File: src/rtl/btn_cmd_ctrl_pkg.sv
// Shared state encodings for the button press classifier and the config sequencer.
// Both FSMs use plain binary encodings.
package btn_cmd_ctrl_pkg;

  typedef enum logic [1:0] {
    P_UP   = 2'd0,
    P_DOWN = 2'd1,
    P_LONG = 2'd2
  } press_state_t;

  typedef enum logic [1:0] {
    C_IDLE  = 2'd0,
    C_START = 2'd1,
    C_WAIT  = 2'd2
  } cfg_state_t;

endpackage

File: src/rtl/btn_cmd_ctrl_press_classifier.sv
// Classifies each debounced press as short or long. Each classification is a
// one-cycle event, produced in the same cycle as the input that decides it.
module press_classifier
  import btn_cmd_ctrl_pkg::*;
#(
  parameter int LONG_PRESS = 100_000_000
) (
  input  logic i_clk,
  input  logic i_rst,
  input  logic i_btn_db,
  output logic short_evt,
  output logic long_evt
);

  localparam int CW = $clog2(LONG_PRESS + 1);
  localparam logic [CW-1:0] HOLD_LAST = CW'(LONG_PRESS - 1);

  press_state_t state, state_next;
  logic [CW-1:0] hold_cnt, hold_cnt_next;

  always_ff @(posedge i_clk or posedge i_rst) begin
    if (i_rst) begin
      state    <= P_UP;
      hold_cnt <= '0;
    end else begin
      state    <= state_next;
      hold_cnt <= hold_cnt_next;
    end
  end

  // hold_cnt counts high cycles seen so far, including the one that entered
  // P_DOWN. It stops at HOLD_LAST, so it saturates without extra logic.
  always_comb begin
    state_next    = state;
    hold_cnt_next = hold_cnt;
    short_evt     = 1'b0;
    long_evt      = 1'b0;
    case (state)
      P_UP: begin
        if (i_btn_db) begin
          state_next    = P_DOWN;
          hold_cnt_next = CW'(1);
        end
      end
      P_DOWN: begin
        if (!i_btn_db) begin
          short_evt  = 1'b1;
          state_next = P_UP;
        end else if (hold_cnt == HOLD_LAST) begin
          long_evt   = 1'b1;
          state_next = P_LONG;
        end else begin
          hold_cnt_next = hold_cnt + 1'b1;
        end
      end
      P_LONG: begin
        if (!i_btn_db) state_next = P_UP;
      end
      default: state_next = P_UP;
    endcase
  end

endmodule

File: src/rtl/btn_cmd_ctrl.sv
// Turns classified button presses into start/done handshakes with the camera
// config engine, with one-deep request coalescing and a done timeout.
module btn_cmd_ctrl
  import btn_cmd_ctrl_pkg::*;
#(
  parameter int LONG_PRESS = 100_000_000,
  parameter int TIMEOUT    = 50_000_000
) (
  input  logic i_clk,
  input  logic i_rst,
  input  logic i_btn_db,
  input  logic i_cfg_done,
  output logic o_cfg_start,
  output logic o_mode,
  output logic o_busy,
  output logic o_cfg_err
);

  localparam int TW = $clog2(TIMEOUT + 1);
  localparam logic [TW-1:0] WAIT_LAST = TW'(TIMEOUT - 1);

  logic short_evt, long_evt;

  press_classifier #(
    .LONG_PRESS(LONG_PRESS)
  ) u_press (
    .i_clk    (i_clk),
    .i_rst    (i_rst),
    .i_btn_db (i_btn_db),
    .short_evt(short_evt),
    .long_evt (long_evt)
  );

  cfg_state_t    state, state_next;
  logic          pending, pending_d;
  logic          mode_next, mode_next_d;
  logic          mode_d, err_d;
  logic [TW-1:0] wait_cnt, wait_cnt_d;

  always_ff @(posedge i_clk or posedge i_rst) begin
    if (i_rst) begin
      state     <= C_IDLE;
      pending   <= 1'b0;
      mode_next <= 1'b0;
      o_mode    <= 1'b0;
      o_cfg_err <= 1'b0;
      wait_cnt  <= '0;
    end else begin
      state     <= state_next;
      pending   <= pending_d;
      mode_next <= mode_next_d;
      o_mode    <= mode_d;
      o_cfg_err <= err_d;
      wait_cnt  <= wait_cnt_d;
    end
  end

  // o_mode is loaded on the edge into C_START so the new mode is already
  // visible alongside the start pulse. A new event always re-arms pending,
  // even in the C_START cycle that would otherwise clear it.
  always_comb begin
    state_next  = state;
    pending_d   = pending;
    mode_next_d = mode_next ^ long_evt;
    mode_d      = o_mode;
    err_d       = o_cfg_err;
    wait_cnt_d  = wait_cnt;
    case (state)
      C_IDLE: begin
        if (pending) begin
          state_next = C_START;
          mode_d     = mode_next;
        end
      end
      C_START: begin
        pending_d  = 1'b0;
        wait_cnt_d = '0;
        state_next = C_WAIT;
      end
      C_WAIT: begin
        if (i_cfg_done) begin
          state_next = C_IDLE;
        end else if (wait_cnt == WAIT_LAST) begin
          state_next = C_IDLE;
          err_d      = 1'b1;
        end else begin
          wait_cnt_d = wait_cnt + 1'b1;
        end
      end
      default: state_next = C_IDLE;
    endcase
    if (short_evt || long_evt) pending_d = 1'b1;
  end

  assign o_cfg_start = (state == C_START);
  assign o_busy      = (state != C_IDLE);

endmodule
File: config.mk
export PLATFORM = sky130hd
export DESIGN_NAME = btn_cmd_ctrl
export DESIGN_NICKNAME = d
export VERILOG_FILES = /design/src/rtl/btn_cmd_ctrl_pkg.sv /design/src/rtl/btn_cmd_ctrl_press_classifier.sv /design/src/rtl/btn_cmd_ctrl.sv
export SDC_FILE = /design/constraint.sdc
export NUM_CORES = 1
export LEC_CHECK = 0
export BUFFER_PORTS_ARGS = -buffer_cell sky130_fd_sc_hd__buf_2
export CAP_MARGIN = 20
export CORE_ASPECT_RATIO = 1.4
export CORE_UTILIZATION = 39
export DETAILED_ROUTE_END_ITERATION = 10
export GPL_TIMING_DRIVEN = 0
export HOLD_SLACK_MARGIN = 0.12
export PLACE_DENSITY_LB_ADDON = 0.3
export SYNTH_ARGS = -nofsm -noshare
export SYNTH_HDL_FRONTEND = slang
export SYNTH_SLANG_ARGS = --single-unit
File: constraint.sdc
create_clock -name i_clk -period 2.2 [get_ports i_clk]
set_clock_uncertainty 0.1 [all_clocks]
set_input_delay 0.44 -clock i_clk [delete_from_list [all_inputs] [get_ports i_clk]]
set_output_delay 0.44 -clock i_clk [all_outputs]
set_load 0.005 [all_outputs]
==> summary.txt, run 1 <==
status = completed
CTS Sinks = 61
most common cell after layout, fill and taps aside = dfrtp_1
fin. max-slew vios = 0
Peak Freq = 455 MHz
Rel. slew slack = 0.652
Post-synth EDFFs = 0
Critical Path Fanout Max = 7
flops & latches, synth = 61
layout cells sized above 1 = 0.228
Final Cycle Share = 0.998
Post-synth top flop = dfrtp_1
Placeable Area = 8150 um^2
# IOs = 8
Worst-Skew Late Latency = 320 ps
pwr/cell area = 806 nW/um^2
DP Worst Slack = -255 ps
pin count of the biggest net entering global routing = 43
Final Setup Violations = 0
Diodes inserted = 0
TritonCTS clock tree = yes
GP Congestion = 0.833
wire per inst = 16.3 um
synthesized area = 3270 um^2
Syn. warnings = 0
unrepaired setup endpoints after global routing = true
final hold violation count = 0
clock transition at the registers of the reported paths = 50 ps
PortBufs = 7
Synth Net Count = 360
CTS Buffer Depth = 2
Mean Syn Cell Area = 9.23 um^2
H-Tree Depth = 3
first drt pass iteration count = 5
TritonCTS buffer count = 9
Min-Delay Path Class = in2reg
Peak VDD IR = 0.512 mV
Final Cell Area = 4140 um^2
highest-count cells in the layout ignoring fill and taps = dfrtp_1 (56), nand2_1 (36), buf_4 (30), nand3_1 (25)
Req. time, crit path = 2360 ps
Die ar. = 8750 um^2
Worst Setup End Kind = flip-flop
Post-DRT Antenna Nets = 0
Final HPWL DP = 5210 um
Layout Utilization = 0.507
antenna violations before repair = 0
Max Cap Viol = 0
critical path class = reg2reg
Cells after Synth = 354
data arrival time of the worst path = 2360 ps
Cell Area, Placed = 3450 um^2
part of the Yosys area used for sequential elements = 0.467
fin crit period = 2200 ps
Worst-Margin Slew = 522 ps
Leakage = 1.72 nW
row count = 39
Area Overhead vs Synth = 26.6%
number of global-route vias before repair = 2892
die width = 79.4 um
library cells used by synthesis = 54
Clock Tree Root = clkbuf_16
Remaining DRCs = 0
drt total wl = 8310 um
async set-reset flop share out of synthesis = 1.00
# nets final = 411
GRT overflow = 0
GRT Overall Usage = 0.199
crit start category = flip-flop
die height = 110 um
Vias per Instance = 5.94
first-pass GRT wire length = 13500 um
starting density of the core = 0.401
PnR worst setup slack = 3.36 ps
Initial DRC Count = 206
routed via count = 3031
## cells in the mapped netlist, types with 7 or more instances
library cell	count	share of area
nand4_1	17	0.033
nor3_1	7	0.011
nand2_1	36	0.041
inv_1	10	0.011
nand3_1	26	0.040
nor2_1	22	0.025
o21ai_0	22	0.034
a21oi_1	22	0.034
or3_1	16	0.031
xnor2_1	9	0.024
clkbuf_1	8	0.0092
a31oi_1	13	0.025
dfrtp_1	61	0.47
## state kept, by name, indices dropped and copies added, names as in the netlist
name and flops:
mode_next 1, o_cfg_err 1, o_mode 1, pending 1
state 2, u_press.hold_cnt 27, u_press.state 2, wait_cnt 26
## final timing paths
kind                       cells after the start  slack (ps)                                to                startpoint
max                                            7           3          wait_cnt[23]$_DFFE_PP0P_  wait_cnt[10]$_DFFE_PP0P_
min                                            2         290               pending$_DFFE_PP0P_                  i_btn_db
max reg2reg                                    7           3          wait_cnt[23]$_DFFE_PP0P_  wait_cnt[10]$_DFFE_PP0P_
min reg2reg                                    1         370               mode_next$_DFF_PP0_       mode_next$_DFF_PP0_
max in group asynchronous                      4         840          wait_cnt[16]$_DFFE_PP0P_                     i_rst
min in group asynchronous                      3         570  u_press.hold_cnt[18]$_DFFE_PP0P_                     i_rst
## routing by layer
layer | part of all wire | routed length (um) | vias to the layer above | global-route usage
li1 | - | - | 1445 | -
met1 | 0.42 | 3450 | 1490 | 0.233
met2 | 0.53 | 4370 | 81 | 0.360
met3 | 0.039 | 323 | 15 | 0.0412
met4 | 0.019 | 160 | 0 | 0.0649
met5 | 0 | 0 | - | 0
## through the flow
| step | total power [mW] | hold slack (ps) | TNS, ps | instances |
|---|---|---|---|---|
| floorplan | 1.65 | 341 | 0 | 354 |
| global placement | 1.81 | 356 | -43910 | 463 |
| detailed placement | 1.84 | 364 | -4500 | 464 |
| CTS | 3.16 | 282 | 0 | 486 |
| global route | 3.48 | 287 | -837 | 510 |
| finish | 3.33 | 287 | 0 | 510 |
## timing repair
action	CTS	global route
buffers inserted	7	24
endpoints found under the hold margin	19	0
gates resized for setup	17	30
endpoints found under the setup margin	38	39
hold buffers	1	0
pin swaps	4	11
gates cloned	0	1
## critical path: stages (launching register included)
cell	delay, ps
dfrtp_2	420
or4b_4	550
nor4_4	270
buf_4	170
a21oi_4	100
buf_4	160
a211o_1	260
nand3_1	90
## where the power goes
| group | switching (mW) | leakage (nW) | internal (mW) |
|---|---|---|---|
| clock network | 0.464 | 0.134 | 0.806 |
| logic | 0.402 | 0.755 | 0.329 |
| registers | 0.114 | 0.827 | 1.22 |
| total | 0.981 | 1.72 | 2.35 |
## final cells by class
class / count / area [um^2]
clock buffer: 12 / 256
inverter: 10 / 37.5
timing repair buffer: 41 / 330
fill: 728 / 4010
clock inverter: 2 / 10.0
multi-input combinational: 271 / 1770
tap: 102 / 128
buffer: 11 / 72.6
sequential: 61 / 1530
## cells by family (layout without fill, tap and decap cells)
family,count (synthesis),after routing,synth area share
AO/OA/AOI/OAI,83,83,0.159
XOR/XNOR,12,12,0.0322
adder cells (fa/ha/maj),2,2,0.00766
buffers and inverters,22,76,0.0287
flip-flops,61,61,0.467
multiplexers,6,6,0.0191
AND/OR/NAND/NOR,168,168,0.286
Note: power is estimated with default switching activity, not from simulation.
==> run 2, diff against run 1 <==
--- a/config.mk
+++ b/config.mk
@@ -13,6 +13,7 @@
 export GPL_TIMING_DRIVEN = 0
 export HOLD_SLACK_MARGIN = 0.12
 export PLACE_DENSITY_LB_ADDON = 0.3
+export REMOVE_ABC_BUFFERS = 1
 export SYNTH_ARGS = -nofsm -noshare
 export SYNTH_HDL_FRONTEND = slang
 export SYNTH_SLANG_ARGS = --single-unit
==> run 2 against run 1 <==
  * Die area unchanged
  * Setup slack better by 25 ps
  * Core utilization down 0.38 points
  * Global-route usage up 0.060 points
  * Register-to-register slack better by 30 ps
  * Critical endpoint is now wait_cnt[20]$_DFFE_PP0P_
  * Largest power group is now the clock network
==> summary.txt, run 2 (same netlist as run 1, synthesis figures left out) <==
die height = 110 um
setup TNS = 0 ps
pwr/cell area = 821 nW/um^2
Area Overhead vs Synth = 25.6%
Clock Tree Root = clkbuf_16
Rel. slew slack = 0.525
Comb power frac = 0.176
Largest Register = u_press.hold_cnt
GP Congestion = 0.768
layout cells sized above 1 = 0.224
Remaining DRCs = 0
Worst Setup End Kind = flip-flop
Min-Delay Path Class = in2async
Placeable Area = 8150 um^2
row count = 39
pin count of the biggest net entering global routing = 32
Final Cycle Share = 0.987
crit-path most repeated cell = buf_4
clock share of power = 0.429
TritonCTS clock tree = yes
total power draw = 3.37 mW
antenna violations before repair = 0
Power Internal = 2.38 mW
Final HPWL DP = 4890 um
Max Cap Viol = 0
die width = 79.4 um
starting density of the core = 0.401
fin. max-slew vios = 0
Post-DRT Antenna Nets = 0
Seq pwr share = 0.396
Die ar. = 8750 um^2
clock transition at the registers of the reported paths = 60 ps
Net Sw Power = 0.989 mW
data arrival time of the worst path = 2320 ps
first-pass GRT wire length = 13500 um
Vias per Instance = 6.06
crit start category = flip-flop
first drt pass iteration count = 6
Layout Utilization = 0.504
max reg flops = 27
# IOs = 8
fin crit period = 2170 ps
Critical Path Fanout Max = 7
CP max-delay cell = or4_1
GRT overflow = 0
Peak Freq = 461 MHz
Initial DRC Count = 137
Net Sw Frac = 0.294
number of global-route vias before repair = 2880
drt total wl = 8440 um
Leakage = 1.70 nW
# nets final = 394
critical path buffer and inverter count = 2
cells along the critical path = ha_4, nand3_4, nor4_4, buf_4, buf_4, a21o_2, or4_1, a21oi_1
Peak VDD IR = 0.433 mV
PortBufs = 7
GRT Overall Usage = 0.199
Final Setup Violations = 0
final hold violation count = 0
status = completed
CP top delay family = simple AND/OR/NAND/NOR gates
wire per inst = 17.1 um
critical path class = reg2reg
routed via count = 3000
most common cell after layout, fill and taps aside = dfrtp_1
CTS Buffer Depth = 2
TritonCTS buffer count = 9
unrepaired setup endpoints after global routing = true
max incr delay on CP = 500 ps
Worst-Margin Slew = 712 ps
Req. time, crit path = 2350 ps
largest registers = u_press.hold_cnt (27), wait_cnt (26)
CTS Sinks = 61
highest-count cells in the layout ignoring fill and taps = dfrtp_1 (56), nand2_1 (35), nand3_1 (25)
Worst-Skew Late Latency = 320 ps
Diodes inserted = 0
H-Tree Depth = 3
-- run 2: changes by cell type in the layout (fill, tap and decap cells not counted), sizes merged --
cell / delta
dlygate4sd3: -1
clkinvlp: +2
nor3: +2
clkbuf: -10
bufinv: +1
a21oi: +2
buf: -13
a21o: +2
-- run 2: path summary, 6_finish.rpt --
check | cells after the start | endpoint | slack, ps | from
worst min-delay path | 2 | u_press.hold_cnt[3]$_DFFE_PP0P_ | 140 | i_rst
worst max register to register | 8 | wait_cnt[20]$_DFFE_PP0P_ | 30 | wait_cnt[0]$_DFFE_PP0P_
worst max-delay path | 8 | wait_cnt[20]$_DFFE_PP0P_ | 30 | wait_cnt[0]$_DFFE_PP0P_
max in group asynchronous | 3 | wait_cnt[16]$_DFFE_PP0P_ | 1250 | i_rst
worst min register to register | 1 | mode_next$_DFF_PP0_ | 360 | mode_next$_DFF_PP0_
min in group i_clk | 2 | pending$_DFFE_PP0P_ | 280 | i_btn_db
-- run 2: layer usage --
metal	wire [um]	global-route usage	vias to the layer above
met1	3360	0.215	1482
met5	0	0	-
li1	-	-	1418
met2	4540	0.364	77
met3	249	0.0469	23
met4	295	0.0961	0
-- run 2: power groups by stage --
stage	clock (mW)	combinational (mW)	sequential, mW
final	1.44	0.592	1.33
after global routing	1.52	0.656	1.35
after CTS	1.46	0.509	1.33
after detailed placement	0	0.457	1.34
after global placement	0	0.442	1.34
after floorplan	0	0.327	1.30
-- run 2: cell type report --
type                            count  area, um^2
Inverter                           10        37.5
Sequential cell                    61        1530
Multi-Input combinational cell    277        1870
Fill cell                         715        4050
Tap cell                          102         128
Timing Repair Buffer               29         224
Clock inverter                      5        58.8
Clock buffer                       11         253
-- run 2: timing repair --
action	in CTS	in global routing
gates resized for setup	16	21
hold buffers	0	0
gates cloned	4	2
buffers inserted	6	15
pin swaps	4	13
hold endpoints to repair	0	0
setup endpoints to repair	53	38
-- run 2: through the flow --
step	instances	instance area, um^2	setup WS (ps)	hold slack, ps
finish	495	4100	28.6	136
global route	495	4100	-40.3	181
CTS	479	3900	-15.2	152
detailed placement	453	3420	-475	359
global placement	451	3370	-1010	356
floorplan	342	3210	-326	341
